<file path="src/rtl/guess_entry_n.sv">
// Player-2 guess entry for the spy guessing game: serial key entry, submit, compare, win/lose tracking.
// Optional macro GUESS_HINT_EN adds higher/lower hints after a wrong submission.
module guess_entry_n #(
   parameter int WIDTH     = 20,
   parameter int MAX_TRIES = 3,
   localparam int CW = $clog2(WIDTH + 1),
   localparam int TW = $clog2(MAX_TRIES + 1)
) (
   input  logic             clock,
   input  logic             resetn,
   input  logic             user_input,
   input  logic             next_input,
   input  logic             done_input,
   input  logic [WIDTH-1:0] player1_value,
   output logic [WIDTH-1:0] q,
   output logic [CW-1:0]    bit_count,
   output logic [TW-1:0]    tries_left,
   output logic             correct,
   output logic             game_over,
   output logic             hint_hi,
   output logic             hint_lo
);

   typedef enum logic [1:0] {ENTER, CHECK, WIN, LOSE} state_t;

   state_t           state, state_n;
   logic [WIDTH-1:0] q_n;
   logic [CW-1:0]    count_n;
   logic [TW-1:0]    tries_n;
   logic             correct_n, over_n;
   logic             prev_next, prev_done;
   logic             press_next, press_done;

   // Keys are active-low; a press is a high-to-low transition so a held key counts once.
   assign press_next = prev_next & ~next_input;
   assign press_done = prev_done & ~done_input;

   always_ff @(posedge clock) begin
      if (!resetn) begin
         state      <= ENTER;
         q          <= '0;
         bit_count  <= '0;
         tries_left <= TW'(MAX_TRIES);
         correct    <= 1'b0;
         game_over  <= 1'b0;
         prev_next  <= 1'b1;
         prev_done  <= 1'b1;
      end else begin
         state      <= state_n;
         q          <= q_n;
         bit_count  <= count_n;
         tries_left <= tries_n;
         correct    <= correct_n;
         game_over  <= over_n;
         prev_next  <= next_input;
         prev_done  <= done_input;
      end
   end

   always_comb begin
      state_n   = state;
      q_n       = q;
      count_n   = bit_count;
      tries_n   = tries_left;
      correct_n = correct;
      over_n    = game_over;
      unique case (state)
         ENTER: begin
            // A done press swallows any simultaneous next press.
            if (press_done) begin
               if (bit_count != '0) state_n = CHECK;
            end else if (press_next && bit_count < CW'(WIDTH)) begin
               q_n     = {q[WIDTH-2:0], ~user_input};
               count_n = bit_count + 1'b1;
            end
         end
         CHECK: begin
            if (q == player1_value) begin
               state_n   = WIN;
               correct_n = 1'b1;
               over_n    = 1'b1;
            end else begin
               if (tries_left != '0) tries_n = tries_left - 1'b1;
               q_n     = '0;
               count_n = '0;
               if (tries_n == '0) begin
                  state_n = LOSE;
                  over_n  = 1'b1;
               end else begin
                  state_n = ENTER;
               end
            end
         end
         WIN: ;
         LOSE: ;
      endcase
   end

`ifdef GUESS_HINT_EN
   logic hint_hi_r, hint_lo_r;

   // Every CHECK refreshes the hints; a correct guess leaves both clear.
   always_ff @(posedge clock) begin
      if (!resetn) begin
         hint_hi_r <= 1'b0;
         hint_lo_r <= 1'b0;
      end else if (state == CHECK) begin
         hint_hi_r <= (q > player1_value);
         hint_lo_r <= (q < player1_value);
      end
   end

   assign hint_hi = hint_hi_r;
   assign hint_lo = hint_lo_r;
`else
   assign hint_hi = 1'b0;
   assign hint_lo = 1'b0;
`endif

endmodule
</file>
<file path="config.mk">
export PLATFORM = sky130hd
export DESIGN_NAME = guess_entry_n
export DESIGN_NICKNAME = d
export VERILOG_FILES = /design/src/rtl/guess_entry_n.sv
export SDC_FILE = /design/constraint.sdc
export NUM_CORES = 1
export LEC_CHECK = 0
export CELL_PAD_IN_SITES_DETAIL_PLACEMENT = 1
export CELL_PAD_IN_SITES_GLOBAL_PLACEMENT = 1
export CORE_ASPECT_RATIO = 0.5
export CORE_MARGIN = 10
export CORE_UTILIZATION = 36
export CTS_CLUSTER_SIZE = 8
export DETAILED_ROUTE_END_ITERATION = 8
export GPL_ROUTABILITY_DRIVEN = 0
export GPL_TIMING_DRIVEN = 0
export PLACE_DENSITY_LB_ADDON = 0.15
export SETUP_SLACK_MARGIN = 0.3
export SLEW_MARGIN = 20
export SYNTH_ARGS = -nofsm -noshare
export SYNTH_HDL_FRONTEND = slang
export SYNTH_SLANG_ARGS = --single-unit
</file>
<file path="constraint.sdc">
create_clock -name clock -period 3.93 [get_ports clock]
set_input_delay 0.5895 -clock clock [delete_from_list [all_inputs] [get_ports clock]]
set_output_delay 0.5895 -clock clock [all_outputs]
set_load 0.05 [all_outputs]
</file>
# Word-level counts from Yosys, hierarchy flattened
# Cells that the tools add are included.
[op_classes]
mux = 18
n_bitwise = 6
order_cmp = 1
n_addsub = 2
eq_ne = 7
reduce_logical = 12
[op_table]
columns = ["cell", "count"]
rows = [
  ["2-to-1 mux 20 bit", 3],
  ["case mux 20 bit (2 select lines)", 1],
  ["equality test 20 bit", 1],
  ["2-to-1 mux 5 bit", 3],
  ["2-to-1 mux 2 bit", 7],
  ["inequality test 2 bit, second input constant", 5],
  ["case mux 5 bit (2 select lines)", 1],
  ["AND reduction 2 bit", 3],
  ["nonzero test 2 bit", 3],
  ["adder 5 x 1 -> 5 bit, second input constant", 1],
  ["less-than comparator 5 bit, second input constant", 1],
  ["nonzero test 5 bit", 1],
  ["logical NOT 2 bit", 2],
  ["inverter 1 bit", 4],
  ["case mux 2 bit (2 select lines)", 1],
  ["AND reduction 4 bit", 1],
  ["AND reduction 3 bit", 1],
  ["AND 1 bit", 2],
  ["equality test 2 x 1 -> 1 bit, second input constant", 1],
  ["2-to-1 mux 1 bit", 2],
  ["subtractor 2 x 1 -> 2 bit, second input constant", 1],
  ["logical AND 1 bit", 1],
]
[word_totals]
ff_bits = 33
output_inout_bits = 31
in_bits = 25

# Logic depth before layout (Yosys ltp)
[logic_depth]
word_depth = 8
depth_mapped = 7
depth_no_buf = 5

# Worst setup path after synthesis
# Ideal clock, no wire load.
[synth_timing]
path_type = "input -> register"
startpoint = "input port next_input"
endpoint = "register q[0]"
path_slack_ns = 1.870
arrival_time_ns = 1.927
path_stages = 6
required_time_ns = 3.798
cell_sequence = "or4b_4 -> or3_1 -> buf_2 -> buf_6 -> a31oi_1 -> a21oi_1"
[synth_via]
elab_chain_cells = 5
[synth_rtl]
columns = ["element", "line_no", "source"]
rows = [
  ["start: declaration", "12", "input logic next_input,"],
  ["inverter 1 bit", "35", "assign press_next = prev_next & ~next_input;"],
  ["AND 1 bit", "35", ""],
  ["logical AND 1 bit", "72", "end else if (press_next && bit_count < CW'(WIDTH)) begin"],
  ["inequality test 2 bit (no line)", "--", ""],
  ["AND reduction 4 bit (no line)", "--", ""],
  ["end signal: assignment", "50", "q <= q_n;"],
  ["end: declaration", "15", "output logic [WIDTH-1:0] q,"],
]
# No other way between the ends.
# A chain may end at the register's enable or synchronous reset.

# Worst setup path after layout
[layout_timing]
startpoint = "input port player1_value[12]"
endpoint = "register q[18]"
[layout_via]
elab_chain_cells = 3
[layout_rtl]
columns = ["element", "line_no", "source"]
rows = [
  ["start: declaration", "14", "input logic [WIDTH-1:0] player1_value,"],
  ["equality test 20 bit", "78", "if (q == player1_value) begin"],
  ["inequality test 2 bit (no line)", "--", ""],
  ["AND reduction 4 bit (no line)", "--", ""],
]
# No other way between the ends.

==> results.yml <==
timing:
  fin_tns_setup_ns: 0
  rsz0062_at_grt: "false"
  finalHoldViolations: 0
  tightest_slew_ns: 0.5871
  fin_crit_ns: 2.539
  fin_ws_ns: 1.391
  report.final.slew_viol_count: 0
  fin_skew_ns: 0.007341
  setup-violations-final: 0
  slew-limit-headroom_pct: 60.50
  fmax_ghz: 0.3938
  period_share_pct: 64.61
grt:
  grt_pass1_wl_mm: 10.22
  grt_usage_pct: 14.80
  grt_overflow_total: 0
  grt_pass1_vias: 2027
  grt_max_degree: 11
  grt_antenna_before_repair: 0
yosys:
  asyncSetResetFlopFracSynth_pct: 0
  yosysSeqAreaShare_pct: 37.37
  synth_edf_count: 0
  ys.flop_type: "dfxtp_1"
  syn-cell-area_um2: 1768
  synth_seq_cells: 33
  synth.distinct_cells: 37
  yosysWarnings: 0
  syn_inst: 218
  synth_top_cell_area_share_pct: 37.37
  yosysTopAreaCell: "dfxtp_1"
  postSynthAreaPerCell_um2: 8.110
  synthTopCellsByArea: "dfxtp_1, nand4_1, a31oi_1"
worst_setup_path:
  arrival_ns: 2.75
  worstSetupEndpointType: "flop"
  required_ns: 4.14
  worstSetupStartpointType: "input port"
  rr_worst_depth: 7
  cp_max_fo: 10
  startpoint: "player1_value[12]"
  cp_common_cell: "nand4_1"
  r2r_start: "q[1]$_SDFFE_PN0P_"
  worstSetupEndpoint: "q[18]$_SDFFE_PN0P_"
  critPathKind: "input port to flop"
  rrSetupSlack_ns: 1.72
  cp_cell_sequence: "clkdlybuf4s50_1 -> xnor2_1 -> nand4_1 -> nor2_1 -> clkbuf_1 -> nand4_1 -> a31oi_1"
  worst_path_largest_cell_delay_ns: 0.50
  cpMaxStageDelayCell: "nor2_1"
  reg2reg_to: "q[18]$_SDFFE_PN0P_"
die:
  ioPinCount: 56
  start_util_pct: 38.66
  core.rowCount: 17
  core_region_area_um2: 4573
  die_y_um: 69.56
  die_w_um: 119.1
  design.die.area_um2: 8284
layout:
  multi_input_area_um2: 991.0
  fillers: 562
  diodes: 0
  ff_latch_area_um2: 660.6
  instances_no_fill: 344
  utilization_pct: 53.76
  drive_gt1_share_pct: 8.273
  mostFrequentLayoutCell: "clkdlybuf4s50_1"
  fin_nets: 306
  final_cell_mix: "clkdlybuf4s50_1, dfxtp_1, nand2_1"
  area_growth_pct: 39.07
flow_run:
  maxCapViolations: 0
placed_design:
  place_ws_ns: 1.158
  dpl.cell_count: 338
  hpwlAfterDp_mm: 4.647
  numPortBuffers: 53
detailed_routing:
  firstDrtPassIters: 4
  wl_met3_um: 444
  wl_met1_mm: 2.841
  drt_iter0_markers: 128
  met2_length_mm: 2.858
  routed_wirelength_mm: 6.212
  vias: 1900
  drc: 0
  ant_nets: 0
  wl_per_cell_um: 18.06
  via_per_inst: 5.523
  top_layer: "met4"
min_path:
  holdCritPathClass: "flop to flop"
clock_network:
  ctsHoldBuffers: 0
  postCtsSetupBuffers: 0
  ctsHtreeMaxLevel: 2
  cts_resized: 0
  cts_made_buffers: 5
  clk_pin_slew_ns: 0.07
  clockBufferDepth: 2
  cts_tree: "built"
  clkLatencyLatePin_ns: 0.28
  cts_root_buf: "clkbuf_8"
  cts.sinks: 33
status:
  status: "finished, final reports clean"
power_and_ir_drop:
  p_per_area_nw_per_um2: 280.5
  p_leak_nw: 0.8085
  vdd_drop_max_mv: 0.1204
## power breakdown
| part | total [W] | switching [W] | internal (W) | leakage [nW] |
|---|---|---|---|---|
| Combinational | 0.000109 | 0.0000611 | 0.0000474 | 0.502 |
| Clock | 0.000237 | 0.000121 | 0.000116 | 0.0399 |
| Sequential | 0.000344 | 0.00000497 | 0.000339 | 0.267 |
## worst max-delay path, delay by kind of cell
family          cells  cell delay [ns]
simple gates        3             0.90
xor+xnor            1             0.15
buf+inv             2             0.90
compound gates      1             0.21
## synth_stat cells, types with 3 or more instances
library cell / n
nor2_1: 4
nand2_1: 25
nand4_1: 24
inv_1: 6
xor2_1: 12
nor4_1: 3
clkbuf_1: 6
buf_2: 9
xnor2_1: 9
dfxtp_1: 33
nand3_1: 22
o21ai_0: 3
a21oi_1: 6
a31oi_1: 23
## cell type report
cell class              instances  area share (%)
plain buffers                  18           3.817
clock buffers                   5           2.799
clock inverters                 1          0.2036
inverters                       7           1.069
multi-input cells             161           40.31
flip-flops and latches         33           26.87
well taps                      66           3.359
repair buffers                 53           21.58
## how the worst min path moves through the flow
stage                                         to  cells past startpoint  slack [ns]                   start
final                     game_over$_SDFFE_PN0P_                      2        0.48  game_over$_SDFFE_PN0P_
after global routing      game_over$_SDFFE_PN0P_                      2        0.52  game_over$_SDFFE_PN0P_
after CTS                 game_over$_SDFFE_PN0P_                      2        0.49  game_over$_SDFFE_PN0P_
after detailed placement  game_over$_SDFFE_PN0P_                      2        0.47  game_over$_SDFFE_PN0P_
after global placement      correct$_SDFFE_PN0P_                      2        0.45    correct$_SDFFE_PN0P_
after floorplan            state[1]$_SDFFE_PN0P_                      2        0.52   state[1]$_SDFFE_PN0P_
## cell families (layout without fill, tap and decap cells)
family | count (synthesis) | in the layout | synth area share [%]
buffers and inverters | 25 | 84 | 6.793
other | 1 | 2 | 0.2121
AO/OA/AOI/OAI | 43 | 43 | 15.57
XOR/XNOR | 21 | 21 | 10.40
adder cells (fa/ha/maj) | 2 | 2 | 1.415
flip-flops | 33 | 33 | 37.37
AND/OR/NAND/NOR | 93 | 93 | 28.24
## state kept, by name (all words and copies together) (netlist names)
name / cells
prev_next: 1
bit_count: 5
q: 20
correct: 1
state: 2
tries_left: 2
prev_done: 1
game_over: 1
## per-stage QoR
| stage | hold slack (ns) | cell area (µm²) | power, W |
|---|---|---|---|
| 6_report | 0.4825 | 2459 | 0.0006896 |
| 4_1_cts | 0.4864 | 2459 | 0.0006934 |
| 5_1_grt | 0.5219 | 2459 | 0.0007219 |
| 2_1_floorplan | 0.5227 | 1772 | 0.0004101 |
| 3_5_place_dp | 0.4736 | 2385 | 0.0004587 |
| 3_3_place_gp | 0.4518 | 2385 | 0.0004570 |
## layer usage
layer | GRT usage (%) | vias to the layer above
met5 | 0 | -
met4 | 5.060 | 0
met3 | 5.506 | 8
met2 | 23.20 | 47
met1 | 18.15 | 928
li1 | - | 917
No activity file was read; power rests on OpenSTA's default activity.
